$ cat config.mk
export PLATFORM = sky130hd
export DESIGN_NAME = bist_lfsr_compactor
export DESIGN_NICKNAME = d
export VERILOG_FILES = /design/src/rtl/bist_lfsr_compactor.sv
export SDC_FILE = /design/constraint.sdc
export NUM_CORES = 1
export LEC_CHECK = 0
export ABC_AREA = 1
export CORE_ASPECT_RATIO = 2
export CORE_MARGIN = 2
export CORE_UTILIZATION = 35
export CTS_BUF_LIST = sky130_fd_sc_hd__clkbuf_4 sky130_fd_sc_hd__clkbuf_8 sky130_fd_sc_hd__clkbuf_16
export DETAILED_ROUTE_END_ITERATION = 10
export PLACE_DENSITY_LB_ADDON = 0.25
export SLEW_MARGIN = 0
export SYNTH_ARGS = -nofsm -noshare
export SYNTH_HDL_FRONTEND = slang
export SYNTH_SLANG_ARGS = --single-unit
$ cat constraint.sdc
create_clock -name clk -period 2.2 [get_ports clk]
set_input_delay 0.44 -clock clk [delete_from_list [all_inputs] [get_ports clk]]
set_output_delay 0.44 -clock clk [all_outputs]
set_load 0.05 [all_outputs]
$ cat src/rtl/bist_lfsr_compactor.sv
`default_nettype none
// ============================================================================
// Module   : bist_lfsr_compactor
// Brief    : Galois-style signature register (MISR or SISA) with sync clear.
// Revision : 1.0
// ============================================================================
module bist_lfsr_compactor #(
    parameter int               Width = 43,
    parameter logic [Width-1:0] Poly  = '0,
    parameter logic [Width-1:0] Seed  = '0
) (
    input  wire logic             clk,
    input  wire logic             rstIn,
    input  wire logic             clr,
    input  wire logic             en,
    input  wire logic [Width-1:0] din,
    output logic      [Width-1:0] sig
);

    logic [Width-1:0] sig_q;
    logic [Width-1:0] sig_d;

    // Clear wins over capture so a reset cycle never leaves residue.
    always_comb begin
        sig_d = sig_q;
        if (clr) begin
            sig_d = Seed;
        end else if (en) begin
            sig_d = {sig_q[Width-2:0], 1'b0} ^ (sig_q[Width-1] ? Poly : '0) ^ din;
        end
    end

    always_ff @(posedge clk or posedge rstIn) begin
        if (rstIn) begin
            sig_q <= Seed;
        end else begin
            sig_q <= sig_d;
        end
    end

    assign sig = sig_q;

endmodule
`default_nettype wire

# Yosys cells after proc, flatten, opt, wreduce, memory -nomap -nowiden
# Index checks and enable logic that the tools add are counted.
[classes]
n_bitwise = 1
mux = 2
reduce_logical = 1
[ops]
columns = ["operator", "n"]
rows = [
  ["$mux 43", 2],
  ["$xor 43x43->43", 1],
  ["$reduce_bool 2->1", 1],
]
[totals]
regBits = 43
input_bits = 47
word_cells = 5

# Depth between registers and ports, before layout
[logic_depth]
word_depth = 3
mapped_depth = 5

# Worst setup path after synthesis
# Ideal clock, no wire load.
[synth_path]
kind = "register to output"
from = "register sig_q[0] (netlist: sig[0])"
to = "output port sig[0]"
stages_incl_launch_ff = 1
setup_slack_ps = 1131
arrival_time_ps = 629
n_path_buf = 0
required_ps = 1760
path_cell_list = "dfrtp_1"
[synth_lines]
columns = ["element", "line", "source"]
rows = [
  ["start: declaration", "20", "logic [Width-1:0] sig_q;"],
  ["start signal: assignment", "37", "sig_q <= sig_d;"],
  ["end: declaration", "17", "output logic [Width-1:0] sig"],
]
# No word-level cell between the ends.

# Worst setup path after layout
[layout_path]
from = "register sig_q[33] (netlist: sig[33])"
to = "output port sig[33]"
# No word-level cell between the ends.

==> flow_summary.toml <==
[synth]
synth_top_area_cell = "dfrtp_1"
avgSynthCellArea_sq_um = 6.80
ys_ff_latch = 43
synthCells = 352
ys_seq_area_frac = 0.450
synth_area_leaders = "dfrtp_1 45%, nand2_1 27%, inv_1 13%"
syn_area_sq_um = 2390
syn_nets = 399
synth_top_area_share = 0.450
ys_types = 10
ys_warn_count = 0

[clock_tree]
post_cts_resized = 0
clockRootBuffer = "clkbuf_16"
cts_buffers = 5
clk_path_buf_depth = 2
h-tree-depth = 2
post_cts_buffers = 0
cts.reportedPaths.clkPinSlew_ns = 0.06
cts_sinks = 43
worstSkewPairLatency_ns = 0.27
cts_tree = "built"
cts_hold_buf = 0

[global_route]
first_global_vias = 2125
antenna_found_initial = 0
grt_pass1_wl_mm = 9.66
grt.total_usage = 0.156
grt_max_degree = 44
gr-total-overflow = 0

[setup_path]
cpPeakStageDelay_ns = 0.85
path_cells = "clkdlybuf4s50_1"
cpLargestDelayFamily = "buffers and inverters"
crit_type = "flip-flop to output pin"
cp_max_fo = 4
cp.buffers_inverters = 1
end_kind = "output pin"
cp_slowest_cell = "clkdlybuf4s50_1"
required_ns = 1.76
crit_path_start_kind = "flip-flop"
cp.arrival_ns = 1.51

[sta]
fin_crit_sh = 0.886
rsz0062_at_grt = "no"
fin_crit_ns = 1.95
final.setup.tns_ns = 0
drv_slew = 0
clock.fmax_mhz = 513
tightest_slew_ns = 0.532
finalHoldViolations = 0
finClkSkew_ns = 0.00284
setup_viol = 0
worst_slew_margin_rel = 0.644

[layout]
fillers = 678
fin_cells = 532
largest_reg_flops = 43
final_common_cell = "nand2_1"
syn2layout_area_growth_pct = 48.7
most-common-layout-cells = "171 x nand2_1, 89 x clkdlybuf4s50_1, 84 x inv_1"
layout-drive-gt1-share = 0.0563
nets = 490
antenna_cells = 0

[flow_run]
max_cap_violations = 0

[route]
ant_nets = 0
vias = 2291
route.detailed.drc = 0
drtIter0Drc = 122
firstDrtPassIters = 3
wl_per_cell_microns = 10.4
vias_per_cell = 4.31
routed_wirelength_mm = 5.53

[pwr]
p_int_mw = 1.65
p_sw_frac = 0.301
power_density_nw_per_um2 = 663
clkPwrFrac = 0.357
p_leak_nw = 1.88
ir_worst_vdd_mv = 0.564
p_switching_mw = 0.710
seq_power_share = 0.384
power.share.combinational = 0.259

[floorplan]
fp.dieW_microns = 62.5
core_sq_um = 6620
start_util = 0.361
fp-row-count = 42
die_y_microns = 121
die_area_sq_um = 7550
ios = 90

[place]
dp_hpwl_mm = 4.12
placedCellCount = 524
gp_congestion = 0.764
port_buffers = 89

[hold_path]
hold_class = "flip-flop to flip-flop"

[outcome]
status = "finished, final reports clean"
==> power groups by stage <==
stage | Combinational (mW) | Clock (mW) | Sequential (mW)
floorplan | 0.165 | 0 | 1.11
global placement | 0.612 | 0 | 0.917
detailed placement | 0.619 | 0 | 0.921
CTS | 0.621 | 0.874 | 0.906
global route | 0.662 | 0.912 | 0.916
finish | 0.611 | 0.841 | 0.906
==> cell families after synthesis <==
group                  synth area share
and+or+nand+nor                   0.387
buffers and inverters             0.164
DFF                               0.450
==> cells in the mapped netlist <==
master,count
buf_2,4
nand2_1,171
nand3_1,32
buf_8,1
inv_1,85
nor2_4,2
buf_6,3
dfrtp_1,43
inv_2,1
nand3_2,10
==> metrics by stage <==
stage          cell area, sq um  total power [mW]  worst slack (ns)  hold WS [ns]   util
6_report                   3560              2.36             0.250         0.483  0.537
2_1_floorplan              2390              1.28             0.757         0.550      -
5_1_grt                    3560              2.49             0.203         0.530  0.537
3_5_place_dp               3380              1.54             0.480         0.475  0.511
4_1_cts                    3560              2.40             0.233         0.491  0.537
3_3_place_gp               3380              1.53             0.464         0.465  0.511
==> worst paths after layout <==
path                          from  endpoint  slack (ns)  cells past startpoint
setup / recovery           sig[33]   sig[33]        0.25                      1
hold / removal             sig[42]   sig[42]        0.48                      2
setup reg to reg           sig[16]   sig[17]        1.39                      4
hold reg to reg            sig[42]   sig[42]        0.48                      2
max in group asynchronous    rstIn   sig[15]        1.23                      3
min in group asynchronous    rstIn   sig[35]        0.50                      2
==> cell type report <==
class	instances	area (sq um)	share of cell area
Sequential cell	43	1080	0.302
Timing Repair Buffer	92	951	0.267
Multi-Input combinational cell	215	925	0.260
Inverter	86	323	0.0907
Clock buffer	6	139	0.0390
Tap cell	88	110	0.0309
Clock inverter	2	35.0	0.00985
==> routing by layer <==
layer,up-vias,global-route usage,share of wire
li1,1196,-,-
met4,0,0.0542,0.012
met2,45,0.298,0.56
met3,4,0.0213,0.028
met1,1046,0.173,0.40
met5,-,0,0
(Power assumes the default switching activity.)
